[src/rtl/mult_arb_pkg.sv]
// Shared types and helpers for the shared-multiplier arbiter.
// Holds operand widths, the S1 bundle and the round-robin picker.
package mult_arb_pkg;

  localparam int OPND_W   = 8;
  localparam int PROD_W   = 16;
  localparam int MAX_REQ  = 16;
  localparam int MAX_ID_W = 4;

  typedef struct packed {
    logic                valid;
    logic [MAX_ID_W-1:0] id;
    logic [OPND_W-1:0]   a;
    logic [OPND_W-1:0]   b;
  } s1_t;

  // First set bit of vld at or after ptr, wrapping modulo n.
  function automatic logic [MAX_REQ-1:0] rr_pick(
    input logic [MAX_REQ-1:0]  vld,
    input logic [MAX_ID_W-1:0] ptr,
    input logic [4:0]          n
  );
    logic [MAX_REQ-1:0] gnt;
    logic [4:0]         idx;
    logic               hit;
    gnt = '0;
    hit = 1'b0;
    for (int k = 0; k < MAX_REQ; k++) begin
      idx = {1'b0, ptr} + 5'(k);
      if (idx >= n) idx = idx - n;
      if (!hit && (5'(k) < n) && vld[idx[3:0]]) begin
        gnt[idx[3:0]] = 1'b1;
        hit = 1'b1;
      end
    end
    return gnt;
  endfunction

endpackage

[src/rtl/Wallace_8bit.sv]
// 8x8 unsigned Wallace-tree multiplier, word-level 3:2 reduction.
// Nonzero APPROX drops the low nibble of every partial product.
module Wallace_8bit #(
  parameter int APPROX = 0
) (
  input  logic [7:0]  a,
  input  logic [7:0]  b,
  output logic [15:0] p
);

  logic [15:0] pp [8];
  logic [15:0] s  [6];
  logic [15:0] c  [6];

  function automatic logic [31:0] csa(
    input logic [15:0] x,
    input logic [15:0] y,
    input logic [15:0] z
  );
    logic [15:0] cy;
    cy = ((x & y) | (x & z) | (y & z)) << 1;
    return {cy, x ^ y ^ z};
  endfunction

  always_comb begin
    for (int i = 0; i < 8; i++) begin
      pp[i] = 16'(a & {8{b[i]}}) << i;
      if (APPROX != 0) pp[i] = pp[i] & 16'hFFF0;
    end
    {c[0], s[0]} = csa(pp[0], pp[1], pp[2]);
    {c[1], s[1]} = csa(pp[3], pp[4], pp[5]);
    {c[2], s[2]} = csa(s[0], c[0], s[1]);
    {c[3], s[3]} = csa(c[1], pp[6], pp[7]);
    {c[4], s[4]} = csa(s[2], c[2], s[3]);
    {c[5], s[5]} = csa(s[4], c[4], c[3]);
    p = s[5] + c[5];
  end

endmodule

[src/rtl/mult_share_arbiter.sv]
// Round-robin arbiter sharing one Wallace multiplier among N_REQ
// requesters through an operand stage and a result stage.
module mult_share_arbiter
  import mult_arb_pkg::*;
#(
  parameter int N_REQ  = 4,
  parameter int ID_W   = $clog2(N_REQ),
  parameter int APPROX = 0
) (
  input  logic                clk,
  input  logic                rst_n,
  input  logic [N_REQ-1:0]    req_valid,
  input  logic [N_REQ*8-1:0]  req_a,
  input  logic [N_REQ*8-1:0]  req_b,
  output logic [N_REQ-1:0]    req_ready,
  output logic                rsp_valid,
  output logic [ID_W-1:0]     rsp_id,
  output logic [PROD_W-1:0]   rsp_data,
  input  logic                rsp_ready,
  output logic [15:0]         op_count
);

  s1_t                s1;
  logic [ID_W-1:0]    rr_ptr;
  logic               s2_free;
  logic               s1_free;
  logic [MAX_REQ-1:0] pick;
  logic [N_REQ-1:0]   hs_vec;
  logic               hs;
  logic [ID_W-1:0]    gid;
  logic [ID_W-1:0]    nxt_ptr;
  logic [OPND_W-1:0]  a_sel;
  logic [OPND_W-1:0]  b_sel;
  logic [PROD_W-1:0]  prod;
  logic               unused_bits;

  assign s2_free = !rsp_valid || rsp_ready;
  assign s1_free = !s1.valid || s2_free;

  assign pick = rr_pick(MAX_REQ'(req_valid), MAX_ID_W'(rr_ptr),
                        5'(N_REQ));

  // Gated by rst_n so nothing is granted while reset is held.
  assign req_ready = (rst_n && s1_free) ? pick[N_REQ-1:0] : '0;
  assign hs_vec    = req_valid & req_ready;
  assign hs        = |hs_vec;

  assign unused_bits = ^{pick, s1.id};

  always_comb begin
    gid   = '0;
    a_sel = '0;
    b_sel = '0;
    for (int i = 0; i < N_REQ; i++) begin
      if (hs_vec[i]) begin
        gid   = ID_W'(i);
        a_sel = req_a[8*i +: 8];
        b_sel = req_b[8*i +: 8];
      end
    end
  end

  assign nxt_ptr = (gid == ID_W'(N_REQ-1)) ? '0 : gid + 1'b1;

  Wallace_8bit #(
    .APPROX(APPROX)
  ) u_mul (
    .a(s1.a),
    .b(s1.b),
    .p(prod)
  );

  always_ff @(posedge clk or negedge rst_n) begin
    if (!rst_n) begin
      s1        <= '0;
      rr_ptr    <= '0;
      rsp_valid <= 1'b0;
      rsp_id    <= '0;
      rsp_data  <= '0;
      op_count  <= '0;
    end else begin
      if (s2_free) begin
        rsp_valid <= s1.valid;
        if (s1.valid) begin
          rsp_id   <= s1.id[ID_W-1:0];
          rsp_data <= prod;
        end
      end
      if (s1_free) begin
        s1.valid <= hs;
        if (hs) begin
          s1.id <= MAX_ID_W'(gid);
          s1.a  <= a_sel;
          s1.b  <= b_sel;
        end
      end
      if (hs) rr_ptr <= nxt_ptr;
      if (rsp_valid && rsp_ready && (op_count != 16'hFFFF))
        op_count <= op_count + 16'd1;
    end
  end

endmodule

[config.mk]
export PLATFORM = sky130hd
export DESIGN_NAME = mult_share_arbiter
export DESIGN_NICKNAME = d
export VERILOG_FILES = /design/src/rtl/mult_arb_pkg.sv /design/src/rtl/Wallace_8bit.sv /design/src/rtl/mult_share_arbiter.sv
export SDC_FILE = /design/constraint.sdc
export NUM_CORES = 1
export LEC_CHECK = 0
export ABC_AREA = 0
export ABC_CLOCK_PERIOD_IN_PS = 4900
export CELL_PAD_IN_SITES_DETAIL_PLACEMENT = 1
export CELL_PAD_IN_SITES_GLOBAL_PLACEMENT = 1
export CORE_MARGIN = 2
export CORE_UTILIZATION = 40
export DETAILED_ROUTE_END_ITERATION = 8
export PLACE_DENSITY_LB_ADDON = 0.1
export SLEW_MARGIN = 0
export SYNTH_ARGS = -nofsm -noshare
export SYNTH_HDL_FRONTEND = slang
export SYNTH_SLANG_ARGS = --single-unit
[constraint.sdc]
create_clock -name clk -period 4.9 [get_ports clk]
set_input_delay 0.735 -clock clk [delete_from_list [all_inputs] [get_ports clk]]
set_output_delay 0.735 -clock clk [all_outputs]
set_load 0.01 [all_outputs]
# Word-level counts from Yosys, hierarchy flattened
# Cells that the tools add are included.
# Widths: inputs -> output; s select.
dict set report classes {
  addsub 10
  order_cmp 12
  eq_ne 2
  muxes 40
  n_bitwise 54
  reduce_logical 20
}
# cell count
set op_table {}
lappend op_table {{$and 15x15->15} 18}
lappend op_table {{$or 15x15->15} 12}
lappend op_table {{$xor 16x16->16} 8}
lappend op_table {{$and 8x8->8} 8}
lappend op_table {{$mux 8} 8}
lappend op_table {{$mux 4} 9}
lappend op_table {{$lt 4x5->1 const B} 4}
lappend op_table {{$add 16x1->16 const B} 1}
lappend op_table {{$add 16x16->16} 1}
lappend op_table {{$bmux 1 s4} 4}
lappend op_table {{$demux 1 s4} 4}
lappend op_table {{$ge 4x1->1 const B} 4}
lappend op_table {{$ne 16x16->1 const B} 1}
lappend op_table {{$xor 16x10->16} 1}
lappend op_table {{$xor 16x13->16} 1}
lappend op_table {{$xor 16x14->16} 1}
lappend op_table {{$xor 16x15->16} 1}
lappend op_table {{$mux 1} 12}
lappend op_table {{$or 4x4->4} 3}
lappend op_table {{$sub 3x3->4 const B} 3}
lappend op_table {{$logic_and 1x1->1} 10}
lappend op_table {{$ge 3x3->1 const B} 3}
lappend op_table {{$add 2x2->3 const B} 2}
lappend op_table {{$mux 2} 3}
lappend op_table {{other kinds (10)} 16}
dict set report word_totals {
  reg_bits 56
  output_inout_bits 39
}

# Logic depth before layout (Yosys ltp)
dict set report depth {
  ltp_word 21
  depth_mapped 17
}

# Cells and area by module
# Synthesis repeated with hierarchy kept, for this count alone.
dict set report unflattened {
  hier_cells 528
  area_unflattened_um2 5063.6
}
# module n_inst cells_each area_per_inst_um2 seq_area_each_um2
set modules_own_cells {}
lappend modules_own_cells {mult_share_arbiter 1 322 3199.3 1401.3}
lappend modules_own_cells {Wallace_8bit 1 206 1864.3 0.0}

# Least setup slack after synthesis
# OpenSTA, ideal clock, no wires.
dict set report synth_path {
  kind {register to register}
  start {reg s1[0] (netlist name)}
  end {reg rsp_data[15]}
  setup_time_ns 0.131
  t_arrival_ns 4.394
  required_ns 4.769
  setup_slack_ns 0.375
  stages_incl_launch_ff 17
  path_cell_list {dfrtp_1 > clkbuf_1 > nand2_1 > fa_1 > fa_1 > inv_1 > fa_1 > ha_1 > ha_1 > fa_1 > a21o_1 > a21oi_1 > o21bai_1 > a21o_1 > a2111oi_0 > or4_1 > nand3_1}
}
dict set report synth_via {
  elab_chain_len 14
}
# item line
set synth_rtl {}
lappend synth_rtl {{$and 8x8->8 (*)} Wallace_8bit.sv:27} ;# pp[i] = 16'(a & {8{b[i]}}) << i;
lappend synth_rtl {{$and 15x15->15} Wallace_8bit.sv:21} ;# cy = ((x & y) | (x & z) | (y & z)) << 1;
lappend synth_rtl {{$or 15x15->15 (2 in a row)} Wallace_8bit.sv:21}
lappend synth_rtl {{$and 15x15->15} Wallace_8bit.sv:21}
lappend synth_rtl {{$or 15x15->15 (2 in a row)} Wallace_8bit.sv:21}
lappend synth_rtl {{$and 15x15->15} Wallace_8bit.sv:21}
lappend synth_rtl {{$or 15x15->15 (2 in a row)} Wallace_8bit.sv:21}
lappend synth_rtl {{$and 15x15->15} Wallace_8bit.sv:21}
lappend synth_rtl {{$or 15x15->15 (2 in a row)} Wallace_8bit.sv:21}
lappend synth_rtl {{$add 16x16->16 (*)} Wallace_8bit.sv:36} ;# p = s[5] + c[5];
lappend synth_rtl {{to (signal assigned)} mult_share_arbiter.sv:86} ;# rsp_data <= prod;
lappend synth_rtl {{to (decl)} mult_share_arbiter.sv:18} ;# output logic [PROD_W-1:0] rsp_data,
# Mark *: on every way between the ends. The rest lies on a longest branch, timed or not.
# A chain may end at the register's enable or synchronous reset.

# Worst setup path after layout
dict set report layout_path {
  start {reg s1[11] (netlist name)}
  end {reg rsp_data[14]}
}
dict set report layout_via {
  elab_chain_len 14
}
# item line
set layout_rtl {}
lappend layout_rtl {{$and 8x8->8} Wallace_8bit.sv:27}
lappend layout_rtl {{$and 15x15->15} Wallace_8bit.sv:21}
lappend layout_rtl {{$or 15x15->15 (2 in a row)} Wallace_8bit.sv:21}
lappend layout_rtl {{$and 15x15->15} Wallace_8bit.sv:21}
lappend layout_rtl {{$or 15x15->15 (2 in a row)} Wallace_8bit.sv:21}
lappend layout_rtl {{$and 15x15->15} Wallace_8bit.sv:21}
lappend layout_rtl {{$or 15x15->15 (2 in a row)} Wallace_8bit.sv:21}
lappend layout_rtl {{$and 15x15->15} Wallace_8bit.sv:21}
lappend layout_rtl {{$or 15x15->15 (2 in a row)} Wallace_8bit.sv:21}
lappend layout_rtl {{$add 16x16->16 (*)} Wallace_8bit.sv:36}
# Marks and branches as above.

==> summary.md <==
| Metric | Value |
|---|---|
| Status | completed |
| Worst slew pin tran | 0.967 ns |
| # IOs | 110 |
| Final Skew | 0.0106 ns |
| Worst-Skew Late Latency | 0.30 ns |
| Share of cells above drive strength 1 | 0.0831 |
| Worst-path clk slew | 0.08 ns |
| Critical Path Start | s1[11] |
| Synthesized cell area | 0.00506 mm^2 |
| Post-synth top area share | 0.277 |
| Fmax | 213 MHz |
| H-tree levels | 2 |
| Slew HR | 0.355 |
| Detailed Place HPWL | 10.6 mm |
| Synthesized net count | 652 |
| Yosys reg bits | 56 |
| DR vias | 4148 |
| Post-CTS Hold Buffers | 0 |
| WP depth | 15 |
| # setup viols final | 0 |
| Vias/cell | 5.28 |
| Largest net degree at the start of global routing | 54 |
| Layer carrying the most global-route usage | met2 |
| M2 GR Usage | 0.383 |
| Core area | 0.0125 mm^2 |
| R2r endpoint | rsp_data[14] |
| Most frequent CP cell | fa_1 |
| Design Area, Final | 0.00650 mm^2 |
| Fin crit period | 4.70 ns |
| GP Congestion | 0.906 |
| Die ar. | 0.0136 mm^2 |
| Starting Density | 0.406 |
| Std-Cell Rows | 41 |
| Final WL | 13.8 mm |
| GRT met1 Usage | 0.273 |
| Starting DRC count in detailed routing | 139 |
| Max-cap violations | 0 |
| Clk sinks | 56 |
| Required time of the critical path | 5.08 ns |
| Cell family with most CP delay | adder cells |
| Post-DP Area | 0.00633 mm^2 |
| GRT Overall Usage | 0.213 |
| Post-synth top flop | dfrtp_1 |
| Drt pass-1 iters | 4 |
| Min-delay worst type | input pin to asynchronous set/reset pin |
| Worst reg2reg path startpoint | s1[11] |
| Die Y-Extent | 117 um |
| CP endpoint kind | register |
| Post-CTS setup buffer count | 0 |
| Initial antenna violation count | 0 |
| Ys async rst share | 1.00 |
| Fin util | 0.522 |
| Crit path kind | register to register |
| CP Cell Sequence | and2_1 -> fa_1 -> inv_1 -> fa_1 -> fa_1 -> fa_1 -> inv_1 -> ha_1 -> a21oi_1 -> o21bai_1 -> a21o_1 -> a2111oi_2 -> buf_4 -> or4_1 -> nand3b_1 |
| Final hold viol count | 0 |
| Reg2Reg Setup Slack | 0.20 ns |
| Reg2reg path depth | 15 |
| First-pass GRT wire length | 22.6 mm |
| Yosys warning count | 0 |
| EDFF count, synth | 0 |
| Syn_area_per_cell | 9.95 um^2 |
| Setup crit start kind | register |
| DRC viols | 0 |
| Final setup margin | 0.201 ns |
| Fillers | 1393 |
| Most common cell after layout, fill and taps aside | clkdlybuf4s50_1 |
| Max FO, Critical Path | 9 |
| ANT nets after route | 0 |
| Nets | 757 |
| Synthesis-to-layout area growth | 28.5% |
| Clock Root Buffer | clkbuf_16 |
| Buf/Inv on CP | 3 |
| GRT overflow | 0 |
| Die extent in x | 117 um |
| Mapped Cells | 509 |
| Cell variety after synth | 50 |
| PortBufs | 109 |
| Yosys top cell by area | dfrtp_1 |
| Critical path arrival | 4.88 ns |
| Pins Over Slew Limit | 0 |
| Clk buf depth | 2 |
| Commonest non-fill, non-tap cells in the layout | clkdlybuf4s50_1 (108), and2_1 (66), dfrtp_1 (54), nand2_1 (47), inv_1 (42) |
| CTS Buf Count | 5 |
| Critical path endpoint | rsp_data[14] |
| Drt wl/cell | 17.5 um |
| Top post-synthesis cells by area | dfrtp_1 (28%), fa_1 (15%), and2_1 (8.2%), ha_1 (8.2%), nand2_1 (3.5%) |
| CTS tree | yes |
| Final Cycle Share | 0.959 |
| Post_cts resized | 0 |
| WHS | 0.260 ns |
| Grt met3 use | 0.0311 |
| Sequential-to-total area share from yosys stat | 0.277 |
| Vias in the first global route | 4603 |
| Cell with the largest stage delay on the worst path | fa_1 |
| Critical path's largest stage delay | 0.56 ns |
| Antenna cells | 0 |
| Post-place setup slack | 0.0542 ns |
synth_stat cells, drive strengths merged, types with 2 or more instances:
master / instances
buf: 10
clkbuf: 10
nor3b: 23
nand2b: 5
nand2: 47
a2111oi: 18
inv: 42
a21o: 4
nor3: 6
and2: 66
mux4: 3
nor2b: 2
o2bb2ai: 16
fa: 39
and4: 2
o21ai: 11
mux2: 11
o21a: 3
o21bai: 2
nor2: 23
o31ai: 3
nand3b: 2
ha: 33
or4: 4
and3: 5
a21oi: 9
xnor2: 16
xor2: 3
dfrtp: 56
nand3: 15
a31oi: 4
nand4: 4
nand4b: 2
a21boi: 2
per-stage QoR:
step,instances,TNS (ns)
CTS,786,0
floorplan,509,0
global route,786,-0.0206
global placement,779,0
detailed placement,779,0
finish,786,0
per-layer routing:
metal  wire length, um  vias to the layer above
met3               359                       12
li1                  -                     1959
met5                 0                        -
met2              7350                       62
met4               143                        0
met1              5910                     2115
how the worst min path moves through the flow:
stage                     slack [ns]      endpoint  cells past startpoint
after floorplan                 0.44   op_count[0]                      0
after global placement          0.47  rsp_data[11]                      2
after detailed placement        0.48   rsp_data[0]                      2
after CTS                       0.26     rsp_valid                      1
after global routing            0.26     rsp_valid                      1
final                           0.26     rsp_valid                      1
sequential cells by signal, indices dropped and copies added, names as in the netlist:
| signal | count |
|---|---|
| rsp_data | 16 |
| rsp_valid | 1 |
| rsp_id | 2 |
| op_count | 16 |
| rr_ptr | 2 |
| s1 | 19 |
area by class of cell:
class / instances / area, um^2 / area share
Timing Repair Buffer: 118 / 1150 / 0.177
Multi-Input combinational cell: 391 / 3430 / 0.527
Tap cell: 172 / 215 / 0.0331
Inverter: 42 / 158 / 0.0242
Clock inverter: 1 / 8.76 / 0.00135
Sequential cell: 56 / 1400 / 0.216
Clock buffer: 6 / 139 / 0.0214
cells by family after synthesis:
group,synth area share
xor+xnor,0.0329
compound gates,0.141
simple gates,0.225
buf+inv,0.0514
flops,0.277
mux,0.0378
fa+ha+maj,0.236
Power is left out: the tool's default activity adds up to more than one toggle a clock period on the data nets, which glitch-free logic cannot reach.
